--- src/rtl/agu_rdstream_if.sv ---
// Read-stream engine bundle: job control, AGU handshake, RAM read port and output stream.
// master = the engine, slave = its surroundings (AGU, RAM, consumer, job controller).
interface agu_rdstream_if #(
  parameter int BWADDR  = 21,
  parameter int BWDATA  = 32,
  parameter int BWCOUNT = 16
);
  logic               start;
  logic [BWADDR-1:0]  base_addr;
  logic [BWCOUNT-1:0] count;
  logic               busy;
  logic               done;
  logic               agu_clr;
  logic               agu_step;
  logic [BWADDR-1:0]  agu_addr;
  logic               rd_en;
  logic [BWADDR-1:0]  rd_addr;
  logic [BWDATA-1:0]  rd_data;
  logic [BWDATA-1:0]  out_data;
  logic               out_valid;
  logic               out_ready;

  modport master (
    input  start, base_addr, count, agu_addr, rd_data, out_ready,
    output busy, done, agu_clr, agu_step, rd_en, rd_addr, out_data, out_valid
  );

  modport slave (
    output start, base_addr, count, agu_addr, rd_data, out_ready,
    input  busy, done, agu_clr, agu_step, rd_en, rd_addr, out_data, out_valid
  );
endinterface

--- src/rtl/agu_rdstream.sv ---
// Job sequencer issuing base+AGU-offset reads to a fixed-latency RAM; words land in a FIFO after RDLAT edges.
// Backpressure: a read is issued only while FIFO fill plus in-flight reads leaves a free slot.
module agu_rdstream #(
  parameter int BWADDR    = 21,
  parameter int BWDATA    = 32,
  parameter int BWCOUNT   = 16,
  parameter int RDLAT     = 2,
  parameter int FIFODEPTH = 8
) (
  input  logic           clk,
  input  logic           rst_n,
  agu_rdstream_if.master bus
);
  localparam int AW = $clog2(FIFODEPTH);
  localparam int CW = $clog2(FIFODEPTH + 1);
  localparam int SW = $clog2(FIFODEPTH + RDLAT + 1);

  typedef enum logic [1:0] {S_IDLE, S_CLR, S_RUN, S_DRAIN} state_t;

  state_t             state;
  logic [BWADDR-1:0]  base_q;
  logic [BWCOUNT-1:0] remaining;
  logic               busy_q;
  logic               done_q;
  logic               clr_q;

  logic [RDLAT-1:0]   vld_sr;
  logic [SW-1:0]      inflight;

  logic [BWDATA-1:0]  mem [FIFODEPTH];
  logic [AW-1:0]      wr_ptr;
  logic [AW-1:0]      rd_ptr;
  logic [CW-1:0]      fifo_cnt;

  logic issue;
  logic push;
  logic pop;
  logic fifo_nonempty;

  always_comb begin
    inflight = '0;
    for (int i = 0; i < RDLAT; i++) begin
      inflight = inflight + SW'(vld_sr[i]);
    end
  end

  // Credit uses pre-edge fill and in-flight counts; a pop this cycle frees credit next cycle.
  assign issue = (state == S_RUN) && (remaining != '0) &&
                 ((SW'(fifo_cnt) + inflight) < SW'(FIFODEPTH));
  assign push          = vld_sr[RDLAT-1];
  assign fifo_nonempty = (fifo_cnt != '0);
  assign pop           = fifo_nonempty && bus.out_ready;

  assign bus.rd_en     = issue;
  assign bus.agu_step  = issue;
  assign bus.rd_addr   = issue ? (base_q + bus.agu_addr) : '0;
  assign bus.busy      = busy_q;
  assign bus.done      = done_q;
  assign bus.agu_clr   = clr_q;
  assign bus.out_valid = fifo_nonempty;
  assign bus.out_data  = fifo_nonempty ? mem[rd_ptr] : '0;

  always_ff @(posedge clk or negedge rst_n) begin
    if (!rst_n) begin
      state     <= S_IDLE;
      base_q    <= '0;
      remaining <= '0;
      busy_q    <= 1'b0;
      done_q    <= 1'b0;
      clr_q     <= 1'b0;
    end else begin
      done_q <= 1'b0;
      case (state)
        S_IDLE: begin
          if (bus.start) begin
            base_q    <= bus.base_addr;
            remaining <= bus.count;
            clr_q     <= 1'b1;
            busy_q    <= 1'b1;
            state     <= S_CLR;
          end
        end
        S_CLR: begin
          clr_q <= 1'b0;
          state <= (remaining != '0) ? S_RUN : S_DRAIN;
        end
        S_RUN: begin
          if (issue) begin
            remaining <= remaining - BWCOUNT'(1);
            if (remaining == BWCOUNT'(1)) begin
              state <= S_DRAIN;
            end
          end
        end
        S_DRAIN: begin
          // Stay here through the done cycle so a start coincident with done is ignored.
          if (done_q) begin
            state <= S_IDLE;
          end else if (inflight == '0 && !fifo_nonempty) begin
            done_q <= 1'b1;
            busy_q <= 1'b0;
          end
        end
        default: state <= S_IDLE;
      endcase
    end
  end

  always_ff @(posedge clk or negedge rst_n) begin
    if (!rst_n) begin
      vld_sr   <= '0;
      wr_ptr   <= '0;
      rd_ptr   <= '0;
      fifo_cnt <= '0;
    end else begin
      vld_sr[0] <= issue;
      for (int i = 1; i < RDLAT; i++) begin
        vld_sr[i] <= vld_sr[i-1];
      end
      if (push) begin
        wr_ptr <= wr_ptr + AW'(1);
      end
      if (pop) begin
        rd_ptr <= rd_ptr + AW'(1);
      end
      fifo_cnt <= fifo_cnt + CW'(push) - CW'(pop);
    end
  end

  always_ff @(posedge clk) begin
    if (push) begin
      mem[wr_ptr] <= bus.rd_data;
    end
  end
endmodule

--- src/flat_wrapper.sv ---
// flat-port wrapper written by rule: the top's interface ports become plain ports
module agu_rdstream_flat 
#(
  parameter int BWADDR    = 21,
  parameter int BWDATA    = 32,
  parameter int BWCOUNT   = 16,
  parameter int RDLAT     = 2,
  parameter int FIFODEPTH = 8
)
  (clk, rst_n, bus_start, bus_base_addr, bus_count, bus_agu_addr, bus_rd_data, bus_out_ready, bus_busy, bus_done, bus_agu_clr, bus_agu_step, bus_rd_en, bus_rd_addr, bus_out_data, bus_out_valid);
  agu_rdstream_if #(.BWADDR(BWADDR), .BWDATA(BWDATA), .BWCOUNT(BWCOUNT)) bus_i ();
  input  logic clk;
  input  logic rst_n;
  input wire logic [$bits(bus_i.start)-1:0] bus_start;
  input wire logic [$bits(bus_i.base_addr)-1:0] bus_base_addr;
  input wire logic [$bits(bus_i.count)-1:0] bus_count;
  input wire logic [$bits(bus_i.agu_addr)-1:0] bus_agu_addr;
  input wire logic [$bits(bus_i.rd_data)-1:0] bus_rd_data;
  input wire logic [$bits(bus_i.out_ready)-1:0] bus_out_ready;
  output wire logic [$bits(bus_i.busy)-1:0] bus_busy;
  output wire logic [$bits(bus_i.done)-1:0] bus_done;
  output wire logic [$bits(bus_i.agu_clr)-1:0] bus_agu_clr;
  output wire logic [$bits(bus_i.agu_step)-1:0] bus_agu_step;
  output wire logic [$bits(bus_i.rd_en)-1:0] bus_rd_en;
  output wire logic [$bits(bus_i.rd_addr)-1:0] bus_rd_addr;
  output wire logic [$bits(bus_i.out_data)-1:0] bus_out_data;
  output wire logic [$bits(bus_i.out_valid)-1:0] bus_out_valid;
  assign bus_i.start = bus_start;
  assign bus_i.base_addr = bus_base_addr;
  assign bus_i.count = bus_count;
  assign bus_i.agu_addr = bus_agu_addr;
  assign bus_i.rd_data = bus_rd_data;
  assign bus_i.out_ready = bus_out_ready;
  assign bus_busy = bus_i.busy;
  assign bus_done = bus_i.done;
  assign bus_agu_clr = bus_i.agu_clr;
  assign bus_agu_step = bus_i.agu_step;
  assign bus_rd_en = bus_i.rd_en;
  assign bus_rd_addr = bus_i.rd_addr;
  assign bus_out_data = bus_i.out_data;
  assign bus_out_valid = bus_i.out_valid;
  agu_rdstream #(.BWADDR(BWADDR), .BWDATA(BWDATA), .BWCOUNT(BWCOUNT), .RDLAT(RDLAT), .FIFODEPTH(FIFODEPTH)) u_core (.clk(clk), .rst_n(rst_n), .bus(bus_i));
endmodule
--- config.mk ---
export PLATFORM = sky130hd
export DESIGN_NAME = agu_rdstream_flat
export DESIGN_NICKNAME = d
export VERILOG_FILES = /design/src/rtl/agu_rdstream_if.sv /design/src/rtl/agu_rdstream.sv /design/src/flat_wrapper.sv
export SDC_FILE = /design/constraint.sdc
export NUM_CORES = 1
export LEC_CHECK = 0
export BUFFER_PORTS_ARGS = -buffer_cell sky130_fd_sc_hd__buf_2
export CAP_MARGIN = 40
export CORE_ASPECT_RATIO = 0.75
export CORE_UTILIZATION = 51
export CTS_CLUSTER_DIAMETER = 50
export DETAILED_ROUTE_END_ITERATION = 6
export PLACE_DENSITY = 0.74
export SKIP_CTS_REPAIR_TIMING = 1
export SYNTH_ARGS = -nofsm -noshare
export SYNTH_HDL_FRONTEND = slang
export SYNTH_SLANG_ARGS = --single-unit
--- constraint.sdc ---
create_clock -name clk -period 10.3 [get_ports clk]
set_clock_uncertainty 0.1 [all_clocks]
set_input_delay 0.515 -clock clk [delete_from_list [all_inputs] [get_ports clk]]
set_output_delay 0.515 -clock clk [all_outputs]
set_load 0.05 [all_outputs]
After elaboration in Yosys (flattened, before gate mapping). Memory sizes are Yosys's and may differ from the RTL's. Cells that the tools add are included.

Add/subtract/negate cells: 8. $lt $le $gt $ge: 1. Equal/unequal tests: 10. Mux-type cells: 21. Reductions and logical operators: 17.

Operator list (count): 2-to-1 mux 16 bit (2); 2-to-1 mux 32 bit (1); one-hot mux 16 bit (2 select lines) (1); adder 21 bit (1); 2-to-1 mux 21 bit (1); == test 16 x 1 -> 1 bit (second input constant) (1); nonzero test 16 bit (1); subtractor 16 x 1 -> 16 bit (second input constant) (1); 2-to-1 mux 1 bit (9); 2-to-1 mux 2 bit (4); one-hot mux 2 bit (4 select lines) (1); AND reduction 4 bit (2); adder 3 x 1 -> 3 bit (second input constant) (2); inequality test 2 x 1 -> 1 bit (second input constant) (3); inequality test 2 bit (second input constant) (3); nonzero test 2 bit (3); adder 4 x 1 -> 4 bit (1); adder 4 bit (1); == test 2 bit (second input constant) (2); logical AND 1 bit (4); logical NOT 4 bit (1); < comparator 4 bit (second input constant) (1); one-hot mux 1 bit (2 select lines) (2); AND reduction 2 bit (2); other kinds (7) (7).

Register bits: 54. Memory bits (writable): 256. Bits of input ports: 94. Output and inout bits: 59. Logic and storage cells: 68. Memories kept: 1.

Memories: u_core.mem (words 8, width 32, rd ports 1, clocked after memory_dff 0, wr ports 1, line agu_rdstream.sv:30) `logic [BWDATA-1:0] mem [FIFODEPTH];`.

Longest topological paths before layout. Gate-level depths: netlist (run 1).

Depth in word-level cells: 6. Gate-level depth with buffers: 13. Mapped depth without buffers: 11.

Worst setup path before layout (run 1). Ideal clock, no wire load.

Kind: input port to output port. Start: input port bus_agu_addr[0]. End: output port bus_rd_addr[14]. Arrival: 3.009 ns. Required time: 9.685 ns. Setup slack: 6.676 ns. Stages: 9. Buffers on the path: 0. Cell sequence: ha_1 > inv_1 > fa_1 > nand2b_1 > a21oi_1 > o21ai_1 > a211oi_1 > nor3_1 > nor3_1.

Word-level cells in the longest chain between the ends: 2.

RTL lines: from (decl) (line flat_wrapper.sv:17) `input wire logic [$bits(bus_i.agu_addr)-1:0] bus_agu_addr;`; adder 21 bit (line agu_rdstream.sv:56) `assign bus.rd_addr = issue ? (base_q + bus.agu_addr) : '0;`; 2-to-1 mux 21 bit (line agu_rdstream.sv:56); to (decl) (line flat_wrapper.sv:25) `output wire logic [$bits(bus_i.rd_addr)-1:0] bus_rd_addr;`.

Every way passes these cells.

Worst setup path in the final report (run 1).
Start: register u_core.state[0]. End: output port bus_rd_addr[17].

Word-level cells in the longest chain between the ends: 4.

RTL lines: from (decl) (line agu_rdstream.sv:20) `state_t state;`; from (signal assigned) (line agu_rdstream.sv:85) `state <= (remaining != '0) ? S_RUN : S_DRAIN;`; == test 2 bit (line agu_rdstream.sv:48) `assign issue = (state == S_RUN) && (remaining != '0) &&`; logical AND 1 bit (2 in a row) (line agu_rdstream.sv:48); 2-to-1 mux 21 bit (line agu_rdstream.sv:56).

Every way passes these cells.

==> results of run 1 <==
## final cells by class
cell class	count	area share [%]
diodes	2	0.0315
clock buffers	34	4.82
clock inverters	20	1.28
inverters	25	0.591
multi-input cells	481	28.1
flip-flops and latches	310	56.9
well taps	344	2.71
repair buffers	167	5.54
## per-stage QoR
stage	setup slack (ns)	utilization [%]	area (um^2)	std cells	hold WS, ns
after floorplan	6.68	-	13700	853	0.119
after global placement	6.43	57.0	14900	1326	0.298
after detailed placement	6.30	57.0	14900	1327	0.307
after CTS	5.68	60.7	15900	1381	0.0214
after global routing	5.37	60.7	15900	1382	0.0511
final	5.69	60.7	15900	1383	-0.0140
## kinds of logic after synthesis
group,count (synthesis),synth area share (%)
AO/OA/AOI/OAI,107,5.16
XOR/XNOR,14,0.895
adder cells (fa/ha/maj),39,3.67
buffers and inverters,62,1.89
flip-flops,310,66.0
multiplexers,129,15.5
AND/OR/NAND/NOR,192,6.94
## worst paths after layout
kind	startpoint	endpoint	slack, ns	cells past startpoint
setup / recovery	u_core.state[0]$_DFFE_PN0P_	bus_rd_addr[17]	5.69	9
hold / removal	rst_n	u_core.remaining[5]$_DFFE_PN0P_	-0.01	2
setup reg to reg	u_core.state[0]$_DFFE_PN0P_	u_core.remaining[13]$_DFFE_PN0P_	6.30	9
max in group asynchronous	rst_n	u_core.rd_ptr[0]$_DFFE_PN0P_	9.54	2
min in group clk	bus_count[8]	u_core.remaining[8]$_DFFE_PN0P_	0.07	3
hold reg to reg	u_core.vld_sr[0]$_DFF_PN0_	u_core.vld_sr[1]$_DFF_PN0_	0.32	0
## registers in the layout, indices dropped and copies added, names as in the netlist
signal,flops
u_core.base_q,21
u_core.vld_sr,2
u_core.remaining,16
u_core.state,2
u_core.mem,256
u_core.rd_ptr,3
u_core.bus.done,1
u_core.bus.busy,1
u_core.wr_ptr,3
u_core.fifo_cnt,4
u_core.bus.agu_clr,1
## layer usage
layer  routed length, um  GRT usage (%)  up-vias  share of wire, %
met5                   8              0        -             0.028
met4                 460           4.59        2               1.6
met3                1750           3.86       38               6.2
met2               13000           33.0      232                46
met1               13000           30.6     3955                46
li1                    -              -     3684                 -
## Yosys cell counts (3+ instances only)
cell type  number
buf_1           8
xnor2_1         7
o211ai_1        3
buf_2           6
o21ai_0        20
xor2_1          7
a31oi_1         4
mux2_2         24
a32oi_1         4
buf_4           3
nand3_1         9
ha_1           37
nor2_1         62
o22ai_1         3
mux2i_1        41
o21a_1          4
clkbuf_1       19
nor2b_1         7
or3_1           4
inv_1          24
and3_1          3
o311a_1         3
a211oi_1        6
nand4_1         6
edfxtp_1      256
nand2_1        42
nor3_1         19
mux4_2         64
nand2b_1       12
a21oi_1        27
o31ai_1         4
nor4_1          6
and2_1          4
dfrtp_1        54
a21o_1         12
## critical path: cells and delay by family (launching register included)
kind	cells	cell delay (ns)
simple gates	2	0.50
flops	1	0.42
compound gates	1	0.33
fa+ha+maj	1	0.71
mux	1	0.16
buf+inv	4	1.31
## report_power, final
group	internal, mW	switching (mW)	leakage (nW)
Sequential	1.56	0.197	2.95
Clock	0.612	0.454	0.471
Combinational	0.782	1.38	2.52
Total	2.96	2.04	5.94
==> reports/metrics.csv, run 1 <==
metric,value,unit
status,finished with violations,
failing checks,hold timing,
sequential cell area fraction in the yosys report,66.0,%
core area,26200,um^2
Worst EP required,9.69,ns
crit path max fanout,24,
mean routed wirelength per cell,20.4,um
CP endpoint kind,output pin,
Tmin final,4.61,ns
# IOs,153,
Max VDD drop,256,uV
worst setup path class,flop to output pin,
synth top area cells,"edfxtp_1 (56%), mux4_2 (11%), dfrtp_1 (9.9%)",
clk_lat worst skew,0.55,ns
DRT Pass-1 Iters,5,
setup TNS,0,ns
Crit path arrival time,4.00,ns
final setup vio count,0,
Max Slew Vio Count,0,
Lkg Pwr,5.94,nW
crit share post-route,44.8,%
"Cell Area, Synth",13700,um^2
routability cong.,0.869,
Layout area overhead,16.0,%
Post-synth EDFFs,256,
"area leader, netlist",edfxtp_1,
Slew HR,43.5,%
Yosys reg bits,310,
DRC,0,
RSZ-0062 raised after global routing,no,
Post-DP HPWL,17900,um
Synth cell types,62,
largest net degree at the start of global routing,55,
via/cell ratio,5.72,
fin nets,1148,
Fill cells,1945,
"most common cell after layout, fill and taps aside",edfxtp_1,
height of the die,144,um
CTS tree,built,
clk sinks,310,
Max Clk Rate,0.217,GHz
initial antenna violation count,4,
crit start category,flop,
die area,27500,um^2
worst min-delay path class,input port to asynchronous set/reset pin,
"Critical Path, Cell by Cell",inv_1 > ha_1 > inv_1 > a41oi_1 > nand3_2 > inv_2 > nand2_1 > mux2i_1 > buf_2,
Crit path largest cell delay,0.71,ns
"Warnings, synthesis",0,
Detail Route Antenna Nets,0,
Die Width,191,um
"most used cell, CP",inv_1,
number of global-route vias before repair,7930,
CTS Root Buffer Type,clkbuf_16,
Hold WS,-0.0140,ns
main flop type after synthesis,edfxtp_1,
proportion of layout cells with a drive suffix above 1,30.6,%
H-tree Lvls,1,
first-pass GRT wire length,43900,um
final hold violation count,3,
slowest cell on the critical path,ha_1,
DR iter-0 viols,528,
clock buffer depth,3,
pwr/cell area,314,nW/um^2
initial core utilization,52.4,%
Max Cap Violations,0,
asr flop ratio synth,17.4,%
Tot Pwr,4.99,mW
Multi-input gate area,4470,um^2
clock buffer count from CTS,30,
Yosys top cell area share,56.1,%
"commonest non-fill, non-tap cells in the layout","edfxtp_1 (256), buf_2 (152), mux4_2 (64)",
Worst-Margin Slew,0.848,ns
Synthesized Nets,986,
clock slew at reported path FFs,0.06,ns
total gr overflow,0,
Vias,7911,
num rows,51,
syn_area_per_cell,16.1,um^2
Syn Inst Count,853,
final WL,28200,um
register area,9040,um^2
input/output buffers,152,
Tot GR Track Use,21.0,%
No activity file was read; power rests on OpenSTA's default activity.
==> run 2: changes to the inputs <==
clock period = 4.69 ns   (was 10.3 ns; I/O delays follow)
==> run 2 against run 1 <==
  * The flow now finishes without violations
  * Critical path depth is the same
  * Routed wire length grew 4.8%
  * Die area is the same
  * Largest cell class unchanged
==> reports/metrics.csv, run 2 (synthesized netlist as in run 1, its figures left out) <==
metric,value,unit,change
status,"complete, no violations",,
Max Slew Vio Count,0,,unchanged
num rows,51,,unchanged
Max Used Layer,met4,,
RSZ-0062 raised after global routing,no,,
H-tree Lvls,1,,unchanged
total gr overflow,0,,unchanged
clock buffer count from CTS,31,,+3.3%
DR iter-0 viols,593,,+12%
met2 WL,13600,um,+4.6%
biggest regs,"u_core.mem: 256 flops, u_core.base_q: 21 flops, u_core.remaining: 16 flops",,
largest net degree at the start of global routing,55,,unchanged
worst setup path class,flop to output pin,,
clk_lat worst skew,0.56,ns,about the same
final setup vio count,0,,unchanged
Layout area overhead,21.8,%,
most flop-heavy register,u_core.mem,,
worst min-delay path class,input port to flop,,
clk sinks,310,,unchanged
final WL,29500,um,+4.8%
CP endpoint,bus_rd_addr[18],,
Tot Pwr,11.2,mW,+120%
routability cong.,0.852,,-1.9%
met3 routed WL,1690,um,-3.3%
clock slew at reported path FFs,0.06,ns,about the same
register area,9040,um^2,unchanged
Post-DP HPWL,18200,um,+1.6%
Tmin final,3.67,ns,
CTS tree,built,,
# IOs,153,,unchanged
fin nets,1221,,+6.4%
crit share post-route,78.3,%,
final hold violation count,0,,-3
crit start category,flop,,
Hold WS,0.00240,ns,+0.0164 ns
die area,27500,um^2,unchanged
setup TNS,0,ns,unchanged
Crit path arrival time,3.34,ns,-0.66 ns
Critical path origin,u_core.vld_sr[1]$_DFF_PN0_,,
Vias,8265,,+4.5%
Fill cells,1888,,-2.9%
height of the die,144,um,unchanged
Max VDD drop,689,uV,+170%
crit path max fanout,20,,-17%
first-pass GRT wire length,44900,um,+2.2%
mean routed wirelength per cell,20.2,um,-0.61%
r2r startpoint,u_core.vld_sr[1]$_DFF_PN0_,,
Multi-input gate area,4470,um^2,unchanged
hold depth,4,,
Detail Route Antenna Nets,0,,unchanged
Die Width,191,um,unchanged
"commonest non-fill, non-tap cells in the layout","edfxtp_1 (256), buf_2 (152), dlygate4sd3_1 (67)",,
"most common cell after layout, fill and taps aside",edfxtp_1,,
Post-Place Setup Slack,1.54,ns,-4.76 ns
M1 wire length,13700,um,+5.9%
R2R Path End,u_core.remaining[7]$_DFFE_PN0P_,,
Worst EP required,4.36,ns,-5.33 ns
core area,26200,um^2,unchanged
Max Clk Rate,0.272,GHz,
DRC,0,,unchanged
Tot GR Track Use,21.5,%,+0.55 points
via/cell ratio,5.67,,-0.90%
Max Cap Violations,0,,unchanged
initial core utilization,52.4,%,unchanged
initial antenna violation count,1,,-3
CTS Root Buffer Type,clkbuf_16,,
Worst-Margin Slew,0.839,ns,-0.00898 ns
max reg flops,256,,unchanged
CP endpoint kind,output pin,,
r2r setup slk,1.50,ns,-4.80 ns
DRT Pass-1 Iters,4,,-1
post-route setup slack,1.02,ns,-4.67 ns
number of global-route vias before repair,7898,,-0.40%
FF-to-FF path depth,9,,unchanged
Slew HR,44.1,%,+0.60 points
input/output buffers,152,,unchanged
placed inst area,15000,um^2,+0.39%
Lkg Pwr,6.29,nW,+5.9%
finished layout cell area,16700,um^2,+5.0%
pwr/cell area,673,nW/um^2,+110%
proportion of layout cells with a drive suffix above 1,29.3,%,-1.3 points
clock buffer depth,3,,unchanged
run 2: through the flow:
stage,util [%],cells
after floorplan,-,853
after global placement,57.1,1330
after detailed placement,57.2,1332
after CTS,61.2,1390
after global routing,63.8,1458
final,63.8,1458
run 2: area by class of cell:
| class | count | share of cell area, % |
|---|---|---|
| well taps | 344 | 2.58 |
| clock inverters | 20 | 1.24 |
| diodes | 1 | 0.0150 |
| multi-input cells | 481 | 26.8 |
| flip-flops and latches | 310 | 54.2 |
| repair buffers | 239 | 9.64 |
| inverters | 25 | 0.562 |
| clock buffers | 38 | 4.99 |
run 2: worst max-delay path, cell delays in order (launching register included):
cell and delay, ns:
dfrtp_1 0.47, ha_1 0.23, ha_1 0.27, a31oi_1 0.09
o21ai_0 0.24, nand3_2 0.39, inv_2 0.46, nand2_1 0.12
mux2i_1 0.20, buf_2 0.30
run 2: power by group:
| group | switching, mW | internal (mW) | total [mW] |
|---|---|---|---|
| combinational | 3.12 | 1.80 | 4.92 |
| sequential | 0.396 | 3.43 | 3.83 |
| clock | 1.04 | 1.44 | 2.48 |
| total | 4.56 | 6.67 | 11.2 |
run 2: worst min-delay path by stage:
stage	startpoint	end	slack [ns]
after global placement	u_core.vld_sr[0]$_DFF_PN0_	u_core.vld_sr[1]$_DFF_PN0_	0.29
after detailed placement	u_core.vld_sr[0]$_DFF_PN0_	u_core.vld_sr[1]$_DFF_PN0_	0.31
after global routing	bus_out_ready	u_core.rd_ptr[0]$_DFFE_PN0P_	0.003
final	bus_count[11]	u_core.remaining[11]$_DFFE_PN0P_	0.002
after CTS	rst_n	u_core.remaining[2]$_DFFE_PN0P_	-0.27
after floorplan	rst_n	u_core.base_q[0]$_DFFE_PN0P_	-0.16
run 2: per-layer routing:
metal	track usage, %	vias to the layer above
met2	32.7	259
li1	-	3821
met4	5.10	0
met1	32.4	4150
met5	0	-
met3	3.83	35
==> run 3: changes to the inputs <==
PLACE_DENSITY = 0.77   (was 0.74)
clock period = 3 ns   (was 4.69 ns; I/O delays follow)
==> run 3 against run 2 <==
  * The flow now finishes with violations (hold timing, setup timing)
  * Cell area rose by 3.5%
  * Sequential power rose by 55%
  * First-iteration DRC count fell by 10%
  * Die area did not move
  * Clock-buffer cell count fell by 1
  * Register-to-register slack got worse by 1.0 ns
  * Global-route usage fell by 0.45 points
  * Combinational power rose by 71%
  * Clock power rose by 52%
  * Critical path type unchanged
==> reports/metrics.csv, run 3 (synthesized netlist as in run 1, its figures left out) <==
metric,value,unit,change
post-route setup slack,-0.0798,ns,-1.10 ns
"most common cell after layout, fill and taps aside",edfxtp_1,,
Layout area overhead,26.0,%,
Max Used Layer,met4,,
DRT Pass-1 Iters,5,,+1
pwr/cell area,1050,nW/um^2,+56%
initial antenna violation count,0,,-1
DR iter-0 viols,533,,-10%
largest net degree at the start of global routing,67,,+22%
Die Width,191,um,unchanged
CTS Root Buffer Type,clkbuf_16,,
final setup vio count,2,,+2
clk_lat worst skew,0.56,ns,about the same
max reg flops,256,,unchanged
mean routed wirelength per cell,20.2,um,-0.30%
crit share post-route,103,%,
total gr overflow,0,,unchanged
Vias,8401,,+1.6%
via/cell ratio,5.68,,+0.20%
setup TNS,-0.103,ns,-0.103 ns
"Critical Path, Cell by Cell",ha_2 > inv_2 > fa_2 > nand2b_4 > a21oi_4 > o21ai_4 > a2111o_1 > a211o_1 > nand2_2 > buf_8,,
Crit path arrival time,2.83,ns,-0.51 ns
final WL,29800,um,+1.1%
Post-DP HPWL,18300,um,+0.43%
Max Slew Vio Count,0,,unchanged
clock buffer count from CTS,31,,unchanged
fin nets,1244,,+1.9%
M1 wire length,13400,um,-2.4%
Tot Pwr,18.1,mW,+61%
die area,27500,um^2,unchanged
final hold violation count,7,,+7
CTS tree,built,,
Tmin final,3.08,ns,
first-pass GRT wire length,44100,um,-1.8%
clk sinks,310,,unchanged
placed inst area,15100,um^2,+1.2%
status,finished with violations,,
core area,26200,um^2,unchanged
placed insts,1343,,+0.83%
Max VDD drop,687,uV,-0.28%
Worst-Margin Slew,0.652,ns,-0.187 ns
Tot GR Track Use,21.1,%,-0.45 points
# IOs,153,,unchanged
met2 WL,14200,um,+4.8%
initial core utilization,52.4,%,unchanged
failing checks,"hold timing, setup timing",,
most flop-heavy register,u_core.mem,,
met3 routed WL,1560,um,-7.7%
Final Non-Filler Cells,1479,,+1.4%
clock slew at reported path FFs,0.07,ns,about the same
worst min-delay path class,input port to asynchronous set/reset pin,,
Hold WS,-0.0165,ns,-0.0189 ns
Detail Route Antenna Nets,0,,unchanged
worst setup path class,flop to output pin,,
Slew HR,56.2,%,+12 points
Worst EP required,2.75,ns,-1.61 ns
crit path max fanout,3,,-85%
CP endpoint kind,output pin,,
H-tree Lvls,1,,unchanged
Lkg Pwr,6.41,nW,+1.9%
RSZ-0062 raised after global routing,yes,,
r2r setup slk,0.49,ns,-1.01 ns
"commonest non-fill, non-tap cells in the layout","edfxtp_1 (256), buf_2 (139), dlygate4sd3_1 (70)",,
Post-Place Setup Slack,0.250,ns,-1.29 ns
input/output buffers,152,,unchanged
finished layout cell area,17300,um^2,+3.5%
Max Clk Rate,0.325,GHz,
height of the die,144,um,unchanged
clock buffer depth,3,,unchanged
number of global-route vias before repair,8105,,+2.6%
crit start category,flop,,
num rows,51,,unchanged
Max Cap Violations,0,,unchanged
slowest cell on the critical path,a2111o_1,,
DRC,0,,unchanged
proportion of layout cells with a drive suffix above 1,34.4,%,+5.2 points
biggest regs,"u_core.mem: 256 flops, u_core.base_q: 21 flops, u_core.remaining: 16 flops",,
ant diodes,0,,-1
Crit path largest cell delay,0.40,ns,-0.07 ns
routability cong.,0.875,,+2.7%
fin util,66.0,%,+2.2 points
-- run 3: changes by cell type in the layout (fill, tap and decap cells not counted), moves of 4 or more --
cell      delta
buf_4       +17
buf_2       -13
buf_6       +10
ha_1         -9
a21oi_1      -8
o21ai_0      -8
buf_12       +7
ha_4         +7
a21oi_2      +6
mux2i_1      -5
mux2i_2      +5
o21ai_1      +5
a211oi_1     -4
-- run 3: final timing paths --
check / cells after the start / start / end
min in group clk: 6 / bus_count[12] / u_core.remaining[12]$_DFFE_PN0P_
min: 2 / rst_n / u_core.base_q[9]$_DFFE_PN0P_
min reg2reg: 0 / u_core.vld_sr[0]$_DFF_PN0_ / u_core.vld_sr[1]$_DFF_PN0_
max in group asynchronous: 3 / rst_n / u_core.base_q[19]$_DFFE_PN0P_
max reg2reg: 7 / u_core.vld_sr[0]$_DFF_PN0_ / u_core.state[1]$_DFFE_PN0P_
max: 10 / u_core.base_q[0]$_DFFE_PN0P_ / bus_rd_addr[16]
-- run 3: final cells by class --
| class | instances | area [um^2] |
|---|---|---|
| Fill cell | 1798 | 8890 |
| Multi-Input combinational cell | 481 | 4770 |
| Clock inverter | 20 | 198 |
| Tap cell | 344 | 430 |
| Inverter | 25 | 101 |
| Clock buffer | 37 | 798 |
| Timing Repair Buffer | 262 | 1930 |
| Sequential cell | 310 | 9050 |
-- run 3: worst max-delay path: cells and delay by family (launching register included) --
| kind | cells | cell delay [ns] |
|---|---|---|
| flops | 1 | 0.35 |
| compound gates | 4 | 0.95 |
| simple gates | 2 | 0.24 |
| fa+ha+maj | 2 | 0.54 |
| buf+inv | 2 | 0.18 |
-- run 3: power by group --
group	switching (mW)	leakage, nW	internal (mW)	total, mW
sequential	0.543	2.95	5.37	5.92
clock	1.59	0.482	2.17	3.76
combinational	5.16	2.99	3.26	8.42
-- run 3: metal layers --
metal,vias to the layer above,global-route usage [%]
met1,4236,30.2
li1,3865,-
met2,254,34.0
met5,-,0
met4,0,4.59
met3,46,3.57
